### config.mk
export PLATFORM = sky130hd
export DESIGN_NAME = soc_ctrl_multi_counter
export DESIGN_NICKNAME = d
export VERILOG_FILES = /design/src/rtl/soc_ctrl_counter_pkg.sv /design/src/rtl/soc_ctrl_counter_ch.sv /design/src/rtl/soc_ctrl_multi_counter.sv
export SDC_FILE = /design/constraint.sdc
export NUM_CORES = 1
export LEC_CHECK = 0
export ABC_AREA = 1
export ABC_CLOCK_PERIOD_IN_PS = 3950
export CAP_MARGIN = 20
export CORE_ASPECT_RATIO = 1.4
export CORE_MARGIN = 4
export CORE_UTILIZATION = 35
export DETAILED_ROUTE_END_ITERATION = 8
export SLEW_MARGIN = 10
export SYNTH_ARGS = -nofsm -noshare
export SYNTH_HDL_FRONTEND = slang
export SYNTH_SLANG_ARGS = --single-unit
### constraint.sdc
create_clock -name clk_i -period 3.95 [get_ports clk_i]
set_input_delay 0.9875 -clock clk_i [delete_from_list [all_inputs] [get_ports clk_i]]
set_output_delay 0.9875 -clock clk_i [all_outputs]
set_load 0.005 [all_outputs]
### src/rtl/soc_ctrl_counter_pkg.sv
// Shared types and the next-count helper for the multi-channel SoC counter.
// Arithmetic is done at a fixed 32-bit word width; channels truncate the result.
package soc_ctrl_counter_pkg;

  typedef enum logic {CTR_WRAP, CTR_SAT} ctr_mode_e;
  typedef enum logic {CTR_UP, CTR_DOWN} ctr_dir_e;

  localparam int unsigned CTR_MAX_W = 32;

  typedef logic [CTR_MAX_W-1:0] ctr_word_t;
  typedef logic [CTR_MAX_W:0]   ctr_wide_t;

  // Event sits in the LSB so a caller can keep the low WIDTH+1 bits as {count, event}.
  typedef struct packed {
    ctr_word_t count;
    logic      evt;
  } ctr_next_t;

  function automatic ctr_next_t ctr_next(input ctr_word_t count,
                                         input ctr_word_t step,
                                         input ctr_word_t max,
                                         input ctr_mode_e mode,
                                         input ctr_dir_e  dir);
    ctr_next_t r;
    ctr_wide_t s;
    ctr_wide_t lim;
    ctr_wide_t acc;
    r   = '0;
    s   = (step < max) ? {1'b0, step} : {1'b0, max};
    lim = {1'b0, max} + ctr_wide_t'(1);
    acc = '0;
    if (max == '0) begin
      // Degenerate range: every count event lands on zero; only wrap mode reports it.
      r.count = '0;
      r.evt   = (mode == CTR_WRAP);
    end else if (dir == CTR_UP) begin
      acc = {1'b0, count} + s;
      if (acc <= {1'b0, max}) begin
        r.count = acc[CTR_MAX_W-1:0];
      end else if (mode == CTR_WRAP) begin
        acc     = acc - lim;
        r.count = acc[CTR_MAX_W-1:0];
        r.evt   = 1'b1;
      end else begin
        r.count = max;
        r.evt   = (count < max);
      end
    end else begin
      if ({1'b0, count} >= s) begin
        acc     = {1'b0, count} - s;
        r.count = acc[CTR_MAX_W-1:0];
      end else if (mode == CTR_WRAP) begin
        acc     = {1'b0, count} - s + lim;
        r.count = acc[CTR_MAX_W-1:0];
        r.evt   = 1'b1;
      end else begin
        r.count = '0;
        r.evt   = (count != '0);
      end
    end
    return r;
  endfunction

endpackage

### src/rtl/soc_ctrl_counter_ch.sv
// One counter channel: load/hold/count decision plus the count and event registers.
module soc_ctrl_counter_ch
  import soc_ctrl_counter_pkg::*;
#(
  parameter int unsigned       WIDTH       = 16,
  parameter int unsigned       STEP_W      = 4,
  parameter logic [WIDTH-1:0]  RESET_VALUE = '0
) (
  input  logic              clk_i,
  input  logic              arst_i,
  input  logic              en_i,
  input  logic              up_i,
  input  logic              down_i,
  input  logic [STEP_W-1:0] step_i,
  input  logic [WIDTH-1:0]  max_i,
  input  ctr_mode_e         mode_i,
  input  logic              load_i,
  input  logic [WIDTH-1:0]  load_val_i,
  output logic [WIDTH-1:0]  count_o,
  output logic              event_o,
  output logic              at_max_o,
  output logic              at_zero_o
);

  logic [WIDTH-1:0] count_q, count_d;
  logic             event_q, event_d;

  always_comb begin
    count_d = count_q;
    event_d = 1'b0;
    if (load_i) begin
      count_d = (load_val_i < max_i) ? load_val_i : max_i;
    end else if (en_i && (up_i != down_i) && (step_i != '0)) begin
      {count_d, event_d} = (WIDTH+1)'(ctr_next(ctr_word_t'(count_q),
                                               ctr_word_t'(step_i),
                                               ctr_word_t'(max_i),
                                               mode_i,
                                               up_i ? CTR_UP : CTR_DOWN));
    end
  end

  // Reset value is applied verbatim, even if it exceeds the channel's max.
  always_ff @(posedge clk_i or posedge arst_i) begin
    if (arst_i) begin
      count_q <= RESET_VALUE;
      event_q <= 1'b0;
    end else begin
      count_q <= count_d;
      event_q <= event_d;
    end
  end

  assign count_o   = count_q;
  assign event_o   = event_q;
  assign at_max_o  = (count_q >= max_i);
  assign at_zero_o = (count_q == '0);

endmodule

### src/rtl/soc_ctrl_multi_counter.sv
// NUM_CH independent up/down counters with runtime limit, step, wrap/saturate and load.
module soc_ctrl_multi_counter
  import soc_ctrl_counter_pkg::*;
#(
  parameter int unsigned      NUM_CH      = 4,
  parameter int unsigned      WIDTH       = 16,
  parameter int unsigned      STEP_W      = 4,
  parameter logic [WIDTH-1:0] RESET_VALUE = '0
) (
  input  logic              clk_i,
  input  logic              arst_i,
  input  logic              en_i       [NUM_CH],
  input  logic              up_i       [NUM_CH],
  input  logic              down_i     [NUM_CH],
  input  logic [STEP_W-1:0] step_i     [NUM_CH],
  input  logic [WIDTH-1:0]  max_i      [NUM_CH],
  input  ctr_mode_e         mode_i     [NUM_CH],
  input  logic              load_i     [NUM_CH],
  input  logic [WIDTH-1:0]  load_val_i [NUM_CH],
  output logic [WIDTH-1:0]  count_o    [NUM_CH],
  output logic              event_o    [NUM_CH],
  output logic              at_max_o   [NUM_CH],
  output logic              at_zero_o  [NUM_CH]
);

  for (genvar g = 0; g < NUM_CH; g++) begin : g_ch
    soc_ctrl_counter_ch #(
      .WIDTH      (WIDTH),
      .STEP_W     (STEP_W),
      .RESET_VALUE(RESET_VALUE)
    ) u_ch (
      .clk_i     (clk_i),
      .arst_i    (arst_i),
      .en_i      (en_i[g]),
      .up_i      (up_i[g]),
      .down_i    (down_i[g]),
      .step_i    (step_i[g]),
      .max_i     (max_i[g]),
      .mode_i    (mode_i[g]),
      .load_i    (load_i[g]),
      .load_val_i(load_val_i[g]),
      .count_o   (count_o[g]),
      .event_o   (event_o[g]),
      .at_max_o  (at_max_o[g]),
      .at_zero_o (at_zero_o[g])
    );
  end

endmodule

# After elaboration in Yosys (flattened, before gate mapping)
# Cells that the tools add are included.
word_totals:
  regBits: 68
  inputBits: 166
op_classes:
  add_sub_neg: 20
  muxes: 56
  n_eq_ne: 4
  n_reduce_logical: 28
  n_lt_le_gt_ge: 24
  bitwise: 4
op_table:
  columns: ["cell", "count"]
  rows:
  - ["$mux W16", 24]
  - ["$mux W17", 16]
  - ["$ge A16 B33 Y1", 4]
  - ["$logic_not A16 Y1", 8]
  - ["$lt A16 B16 Y1", 8]
  - ["$sub A16 B16 Y16", 8]
  - ["$add A16 B16 Y17", 4]
  - ["$le A17 B16 Y1", 4]
  - ["$add A16 B1 Y16 const B", 4]
  - ["$add A16 B16 Y16", 4]
  - ["$ge A16 B16 Y1", 4]
  - ["$lt A4 B16 Y1", 4]
  - ["$reduce_bool A16 Y1", 4]
  - ["$mux W1", 16]
  - ["$reduce_bool A4 Y1", 4]
  - ["$logic_and A1 B1 Y1", 8]
  - ["$reduce_bool A2 Y1", 4]
  - ["$ne A1 B1 Y1", 4]
  - ["$not A1 Y1", 4]

# Logic depth before layout (Yosys ltp)
# Gate-level depths: netlist (run 1).
depth:
  ltp_word: 10
  depth_mapped: 39
  depth_no_buf: 37

# Modules after synthesis
# Synthesis (run 1) repeated with hierarchy kept, for this count alone.
hier_totals:
  hier_cells: 4420
  hier_area_um2: 26734.4
modules_own_cells:
  columns: ["mod", "seq_area_each_um2", "cells_each", "n_inst", "area_per_inst_um2"]
  rows:
  - ["soc_ctrl_counter_ch at g_ch[2].u_ch", 425.4, 1105, 1, 6802.8]
  - ["soc_ctrl_counter_ch at g_ch[1].u_ch", 425.4, 1103, 1, 6745.2]
  - ["soc_ctrl_counter_ch at g_ch[0].u_ch", 425.4, 1132, 1, 6652.6]
  - ["soc_ctrl_counter_ch at g_ch[3].u_ch", 425.4, 1080, 1, 6533.8]

# Worst setup path before layout (run 1)
# Ideal clock, no wire load.
synth_timing:
  path_type: "input-to-reg"
  start: "input max_i[49] (netlist name)"
  end: "register g_ch[0].u_ch.count_q[1]"
  setup_ps: 118
  path_buffers: 2
  required_ps: 3832
  arrival_time_ps: 5116
  path_stages: 32
  slack_ps: -1284
  cell_sequence: "inv_1 > ha_1 > o21a_1 > o211ai_1 > nand2_1 > nand2_1 > inv_1 > a21oi_1 > inv_1 > fa_1 > o21ai_1 > a31oi_1 > o21ai_1 > a21oi_1 > xor2_1 > ha_1 > a21oi_1 > nor2_1 > nor3_1 > o21ai_0 > a21oi_1 > nand2_1 > nand2_1 > nand2_2 > buf_6 > buf_6 > nand2_1 > o211ai_2 > nand2_1 > nand2_1 > nand2_1 > nand2_1"
synth_between:
  elab_chain_cells: 10
  word_cells_on_any_way: 20
  cone_classes: "add/sub: 5; order compare: 4; mux: 10; reduce/logical: 1"
synth_rtl:
  columns: ["item", "line", "text"]
  rows:
  - ["start: declaration", "soc_ctrl_multi_counter.sv:16", "input logic [WIDTH-1:0] max_i [NUM_CH],"]
  - ["$lt A4 B16 Y1", "soc_ctrl_counter_pkg.sv:29", "s = (step < max) ? {1'b0, step} : {1'b0, max};"]
  - ["$mux W16", "soc_ctrl_counter_pkg.sv:29", null]
  - ["$sub A16 B16 Y16 or $add A16 B16 Y17 (tied branches)", "soc_ctrl_counter_pkg.sv:50, soc_ctrl_counter_pkg.sv:53, soc_ctrl_counter_pkg.sv:37", null]
  - ["$add A16 B16 Y16 or $sub A16 B16 Y16 (tied branches)", "soc_ctrl_counter_pkg.sv:53, soc_ctrl_counter_pkg.sv:41", null]
  - ["$mux W17, on equally long branches", "soc_ctrl_counter_pkg.sv:52, soc_ctrl_counter_pkg.sv:40", null]
  - ["$mux W16, on equally long branches", "soc_ctrl_counter_pkg.sv:49, soc_ctrl_counter_pkg.sv:38", null]
  - ["$mux W17", "soc_ctrl_counter_pkg.sv:36", "end else if (dir == CTR_UP) begin"]
  - ["$mux W17", "soc_ctrl_counter_pkg.sv:32", "if (max == '0) begin"]
  - ["$mux W16", "soc_ctrl_counter_ch.sv:33", "end else if (en_i && (up_i != down_i) && (step_i != '0)) begin"]
  - ["$mux W16 (*)", "soc_ctrl_counter_ch.sv:31", "if (load_i) begin"]
  - ["end signal: assignment", "soc_ctrl_counter_ch.sv:48", "count_q <= count_d;"]
  - ["end: declaration", "soc_ctrl_counter_ch.sv:25", "logic [WIDTH-1:0] count_q, count_d;"]
# Mark *: on every way between the ends. The rest lies on a longest branch, timed or not. The select of a mux whose other input is x is not followed.
# A chain may end at the register's enable or synchronous reset.

# Worst setup path after layout (run 1)
layout_timing:
  start: "input max_i[24] (netlist name)"
  end: "register g_ch[2].u_ch.count_q[15]"
layout_between:
  elab_chain_cells: 10
  word_cells_on_any_way: 20
  cone_classes: "add/sub: 5; order compare: 4; mux: 10; reduce/logical: 1"
layout_rtl:
  columns: ["item", "line"]
  rows:
  - ["$lt A4 B16 Y1", "soc_ctrl_counter_pkg.sv:29"]
  - ["$mux W16", "soc_ctrl_counter_pkg.sv:29"]
  - ["$sub A16 B16 Y16 or $add A16 B16 Y17 (tied branches)", "soc_ctrl_counter_pkg.sv:50, soc_ctrl_counter_pkg.sv:53, soc_ctrl_counter_pkg.sv:37"]
  - ["$add A16 B16 Y16 or $sub A16 B16 Y16 (tied branches)", "soc_ctrl_counter_pkg.sv:53, soc_ctrl_counter_pkg.sv:41"]
  - ["$mux W17, on equally long branches", "soc_ctrl_counter_pkg.sv:52, soc_ctrl_counter_pkg.sv:40"]
  - ["$mux W16, on equally long branches", "soc_ctrl_counter_pkg.sv:49, soc_ctrl_counter_pkg.sv:38"]
  - ["$mux W17", "soc_ctrl_counter_pkg.sv:36"]
  - ["$mux W17", "soc_ctrl_counter_pkg.sv:32"]
  - ["$mux W16", "soc_ctrl_counter_ch.sv:33"]
  - ["$mux W16 (*)", "soc_ctrl_counter_ch.sv:31"]
  - ["end signal: assignment", "soc_ctrl_counter_ch.sv:48"]
  - ["end: declaration", "soc_ctrl_counter_ch.sv:25"]
# Marked as above.

==> results of run 1 <==
## worst max-delay path: cells and delay by family
kind,cells,cell delay (ns)
compound gates,5,0.73
fa+ha+maj,3,0.82
buf+inv,8,0.86
simple gates,17,1.86
## cells in the final DEF, fill, tap and decap left out, drive strengths merged, types with 5 or more instances in the layout
master / n
a211oi: 9
a21boi: 12
a21o: 14
a21oi: 427
a22oi: 9
a31oi: 36
buf: 1076
clkbuf: 19
clkdlybuf4s15: 34
clkdlybuf4s50: 157
clkinv: 13
conb: 96
dfrtp: 68
dlygate4sd2: 29
fa: 16
ha: 464
inv: 516
nand2: 1163
nand3: 364
nand3b: 15
nand4: 61
nor2: 326
nor3: 74
nor4: 27
o211ai: 33
o21a: 17
o21ai: 243
o21bai: 25
o221ai: 5
o22ai: 8
o31ai: 11
or2: 15
or4: 5
xnor2: 42
xor2: 150
## cell families after synthesis
group                    after synthesis  share of synthesized area
AO/OA/AOI/OAI                        859                      0.189
XOR/XNOR                             192                     0.0648
adder cells (fa/ha/maj)              480                      0.235
buffers and inverters                648                      0.105
flip-flops                            68                     0.0652
other                                  2                   0.000288
AND/OR/NAND/NOR                     2054                      0.341
## flip-flops by register name, indices dropped and copies added, names as in the netlist
name and flops:
g_ch.u_ch.count_o 64, g_ch.u_ch.event_o 4
## per-layer routing
layer | part of all wire | track usage | vias to the layer above
met4 | 0.081 | 0.195 | 0
met3 | 0.048 | 0.0333 | 472
li1 | - | - | 16900
met2 | 0.50 | 0.521 | 1184
met5 | 0 | 0 | -
met1 | 0.38 | 0.316 | 15900
## path summary, 6_finish.rpt
path | startpoint | to | slack, ns
worst max-delay path | max_i[24] | g_ch[2].u_ch.count_o[15] | -1.04
worst min register to register | g_ch[0].u_ch.count_o[0] | g_ch[0].u_ch.count_o[0] | 0.64
worst min-delay path | g_ch[0].u_ch.count_o[0] | g_ch[0].u_ch.count_o[0] | 0.64
min in group asynchronous | arst_i | g_ch[2].u_ch.event_o | 1.08
max in group asynchronous | arst_i | g_ch[3].u_ch.count_o[9] | 2.15
worst max register to register | g_ch[0].u_ch.count_o[1] | g_ch[0].u_ch.count_o[12] | 0.05
## power groups by stage
stage          registers [mW]  clock network (mW)  logic (mW)
3_5_place_dp             1.18                   0        24.5
5_1_grt                  1.21               0.850        32.9
6_report                 1.20               0.822        30.3
3_3_place_gp             1.18                   0        24.3
4_1_cts                  1.19               0.838        27.2
2_1_floorplan            1.23                   0        13.7
## Yosys cell counts, types with 27 or more instances
| cell type | instances |
|---|---|
| a21oi_1 | 411 |
| a31oi_1 | 36 |
| buf_4 | 30 |
| clkbuf_1 | 37 |
| dfrtp_1 | 68 |
| ha_1 | 464 |
| inv_1 | 486 |
| inv_2 | 33 |
| nand2_1 | 1124 |
| nand3_1 | 359 |
| nand4_1 | 61 |
| nor2_1 | 316 |
| nor3_1 | 68 |
| nor4_1 | 27 |
| o211ai_1 | 30 |
| o21ai_0 | 212 |
| xnor2_1 | 42 |
| xor2_1 | 149 |
## metrics by stage
stage               worst slack, ns  instances  hold WS, ns  instance area (sq um)  TNS, ns
floorplan                     -1.05       4397        0.521                  26900   -59.11
global route                  -1.30       6561        0.671                  42600   -81.00
finish                        -1.04       6561        0.637                  42600   -65.12
CTS                           -1.08       6531        0.608                  40300   -60.97
detailed placement            -2.16       6389        0.593                  36700  -134.81
global placement              -2.14       6389        0.571                  36700  -132.12
## layout make-up
| class | instances | area [sq um] |
|---|---|---|
| timing repair buffer | 1305 | 10700 |
| sequential | 68 | 1700 |
| fill | 6960 | 31400 |
| inverter | 533 | 2090 |
| clock buffer | 12 | 246 |
| multi-input combinational | 3683 | 26700 |
| tap | 960 | 1200 |
## repair_timing
action	4_1_cts	5_1_grt
pin swaps	300	282
gates resized for setup	686	411
setup endpoints to repair	72	72
buffers inserted	206	45
cloned	5	0
==> impl_metrics.json, run 1 <==
{
  "min_delay_path_depth": 2,
  "required_ns": 4.23,
  "p_switching_mw": 16.8,
  "seqPwrFrac": 0.037,
  "dr.pass1.iters": 6,
  "numCtsBuffers": 9,
  "p_int_mw": 15.5,
  "grtUsageTotal": 0.289,
  "grt_start_max_net_pins": 36,
  "initial_core_util": 0.353,
  "min_period_over_period": 1.26,
  "port_buffers": 241,
  "finalSetupViolations": 68,
  "syn_inst": 4303,
  "utilization": 0.576,
  "die_h_um": 331,
  "via_count": 34400,
  "final_max_slew_viol_count": 0,
  "yosys-top-cells-area": "ha_1, nand2_1, a21oi_1",
  "crit_path_max_fanout": 4,
  "cp-end-kind": "register",
  "ys_seq_elements": 68,
  "p_clk_frac": 0.025,
  "hpwl_um": 97800,
  "wl_um": 121000,
  "cellLeakagePower_nw": 21.3,
  "std_cell_rows": 118,
  "power.density_nw_per_um2": 759,
  "fmax_ghz": 0.200,
  "clk-insertion-delay-late_ns": 0.39,
  "yosys_warnings": 0,
  "yosysSeqAreaShare": 0.0652,
  "drtIter0Drc": 2008,
  "synth-edff-count": 0,
  "ys.flop_type": "dfrtp_1",
  "fin_crit_ns": 4.99,
  "netlist.area_leader.share": 0.223,
  "clk_path_buf_depth": 2,
  "cts_tree": "done",
  "rsz0062_at_grt": "yes",
  "yosys.area.top_type": "ha_1",
  "nets": 6246,
  "worst_slack_ns": -1.04,
  "worstPathArrival_ns": 5.27,
  "slew_headroom": 0.369,
  "outcome": "finished, violations left",
  "routabilityCongestion": 1.01,
  "syn2layout_area_growth_pct": 63.3,
  "wl_per_cell_um": 18.5,
  "antenna_left": 0,
  "p_sw_frac": 0.520,
  "h-tree-depth": 3,
  "grt_pass1_vias": 33700,
  "core_area_sq_um": 74000,
  "antenna_found_initial": 0,
  "grt_pass1_wl_um": 181000,
  "die_area_sq_um": 79000,
  "io_pins": 242,
  "max_stage_delay_ns": 0.39,
  "async_flop_share": 1.00,
  "grt.overflow.total": 0,
  "drc": 0,
  "synth_area_per_cell_sq_um": 6.06,
  "cts_sinks": 68,
  "violations": "setup timing",
  "hold_viol": 0,
  "holdCritPathClass": "reg -> reg",
  "crit_type": "in -> reg",
  "holdBufCountCts": 0,
  "clk_pin_slew_ns": 0.07,
  "startpoint_type": "input port",
  "power_frac_comb": 0.937,
  "insertedDiodeCount": 0,
  "vdd_drop_max_uv": 488,
  "skew_ns": 0.0145,
  "r2r_cells": 22,
  "drive_gt1_frac": 0.355,
  "yosysUniqueCellTypes": 70,
  "fp.dieW_um": 239,
  "cpMaxStageDelayCell": "fa_2",
  "root_buffer": "clkbuf_16",
  "via_per_inst": 5.24,
  "syn-cell-area_sq_um": 26100,
  "worst_pin_slew_ns": 0.946,
  "total_power_mw": 32.3,
  "drv_cap": 0
}
(Power assumes the default switching activity.)
==> run 2: changes to the inputs <==
Settings changed: GPL_TIMING_DRIVEN set to 0.
==> run 2 against run 1 <==
Effect of this change: the flow still finishes with violations (setup timing); worst hold slack got worse by 0.038 ns; clock power barely moved; count of clock-buffer cells in the layout rose by 1; highest routed layer unchanged.
==> impl_metrics.json, run 2 (synthesis results as in run 1) <==
{
  "outcome": "finished, violations left",
  "violations": "setup timing",
  "insertedDiodeCount": 0,
  "port_buffers": 237,
  "clk-insertion-delay-late_ns": 0.38,
  "worst_slack_ns": -1.21,
  "nets": 5535,
  "io_pins": 242,
  "std_cell_rows": 118,
  "root_buffer": "clkbuf_16",
  "fp.dieW_um": 239,
  "min_period_over_period": 1.31,
  "clk_pin_slew_ns": 0.06,
  "wl_um": 117000,
  "r2r-start": "g_ch[0].u_ch.count_o[4]",
  "final_common_cell": "nand2_1",
  "cpMaxStageDelayCell": "fa_2",
  "rsz0062_at_grt": "yes",
  "hpwl_um": 92400,
  "grt_pass1_vias": 31500,
  "final_max_slew_viol_count": 0,
  "hold_viol": 0,
  "antenna_left": 0,
  "r2r_cells": 21,
  "min_delay_path_depth": 2,
  "total_power_mw": 28.3,
  "fin_crit_ns": 5.16,
  "cellLeakagePower_nw": 17.8,
  "min_to": "g_ch[0].u_ch.count_o[0]",
  "hp-start": "g_ch[0].u_ch.count_o[0]",
  "holdCritPathClass": "reg -> reg",
  "via_count": 32200,
  "reg2reg_to": "g_ch[0].u_ch.count_o[14]",
  "cp-end-kind": "register",
  "die_area_sq_um": 79000,
  "max_stage_delay_ns": 0.40,
  "cts_sinks": 68,
  "h-tree-depth": 3,
  "routabilityCongestion": 0.990,
  "drv_cap": 0,
  "core_area_sq_um": 74000,
  "dr.pass1.iters": 6,
  "vdd_drop_max_uv": 451,
  "skew_ns": 0.00795,
  "required_ns": 4.21,
  "grtUsageTotal": 0.281,
  "power.density_nw_per_um2": 764,
  "grt.overflow.total": 0,
  "drc": 0,
  "rrSetupSlack_ns": -0.21,
  "dp_slack_ns": -3.34,
  "largest_reg_flops": 64,
  "cts_tree": "done",
  "grt_pass1_wl_um": 175000,
  "antenna_found_initial": 0,
  "finalSetupViolations": 68,
  "n_fill_cell": 7418,
  "numCtsBuffers": 9,
  "clk_path_buf_depth": 2,
  "fmax_ghz": 0.194,
  "slew_headroom": 0.380,
  "drtIter0Drc": 2388,
  "post_dp_cell_area_sq_um": 30500,
  "final_cell_mix": "nand2_1, inv_1, ha_1",
  "wl_per_cell_um": 19.9,
  "initial_core_util": 0.353,
  "syn2layout_area_growth_pct": 41.9,
  "crit_path_max_fanout": 6,
  "final_design_area_no_fill_sq_um": 37000,
  "startpoint_type": "input port",
  "drive_gt1_frac": 0.261,
  "grt_start_max_net_pins": 36,
  "worst_pin_slew_ns": 0.922,
  "die_h_um": 331,
  "crit_type": "in -> reg",
  "worstPathArrival_ns": 5.42,
  "via_per_inst": 5.49
}
## run 2: cell count changes in the layout (fill, tap and decap cells not counted), moves of 17 or more
cell	previous run	this run
a21oi_2	106	84
buf_2	8	56
buf_4	1010	220
buf_6	36	61
clkbuf_1	2	38
clkdlybuf4s15_1	24	7
ha_1	358	382
ha_4	100	70
inv_1	429	406
inv_4	5	33
## run 2: where the power goes
group / leakage [nW] / switching [mW] / internal [mW] / total (mW)
Clock: 0.135 / 0.367 / 0.454 / 0.821
Sequential: 0.820 / 0.648 / 0.899 / 1.55
Combinational: 16.8 / 15.3 / 10.6 / 25.9
## run 2: worst max-delay path by stage
stage	to	slack, ns	startpoint	cells past startpoint
floorplan	g_ch[0].u_ch.count_o[1]	-1.05	max_i[49]	34
global placement	g_ch[0].u_ch.count_o[11]	-3.30	max_i[52]	30
detailed placement	g_ch[0].u_ch.count_o[11]	-3.34	max_i[52]	30
CTS	g_ch[0].u_ch.count_o[11]	-1.19	max_i[52]	29
global route	g_ch[0].u_ch.count_o[8]	-1.38	max_i[49]	34
finish	g_ch[0].u_ch.count_o[11]	-1.21	max_i[61]	29
## run 2: layer usage
layer,share of wire,track usage,vias to the layer above
met4,0.076,0.177,0
met2,0.50,0.510,1194
li1,-,-,15500
met3,0.050,0.0309,435
met1,0.38,0.312,15100
met5,0,0,-
## run 2: worst max-delay path: cells and delay by family
| family | cells | cell delay, ns |
|---|---|---|
| buffers and inverters | 6 | 0.70 |
| xor gates and xnor gates | 1 | 0.19 |
| AOI/OAI and AO/OA | 10 | 1.47 |
| adders and majority gates | 2 | 0.70 |
| and+or+nand+nor | 10 | 1.36 |
## run 2: metrics by stage
stage | util | TNS, ns | hold slack, ns | cells
floorplan | - | -59.11 | 0.521 | 4397
global placement | 0.412 | -226.34 | 0.576 | 5594
detailed placement | 0.412 | -184.18 | 0.578 | 5595
CTS | 0.471 | -71.00 | 0.593 | 5791
global route | 0.500 | -87.41 | 0.649 | 5853
finish | 0.500 | -73.62 | 0.599 | 5853
## run 2: layout make-up
type,count,area [sq um],share of cell area
multi-input cells,3681,26500,0.716
plain buffers,110,716,0.0193
clock inverters,2,10.0,0.000270
inverters,533,2180,0.0588
clock buffers,13,260,0.00703
well taps,960,1200,0.0325
flip-flops and latches,68,1700,0.0460
repair buffers,486,4430,0.120
## run 2: timing repair
action,in CTS,in global routing
gates resized for setup,900,360
setup endpoints to repair,72,72
hold buffers,0,0
pin swaps,270,267
cloned,4,0
buffers inserted,182,76
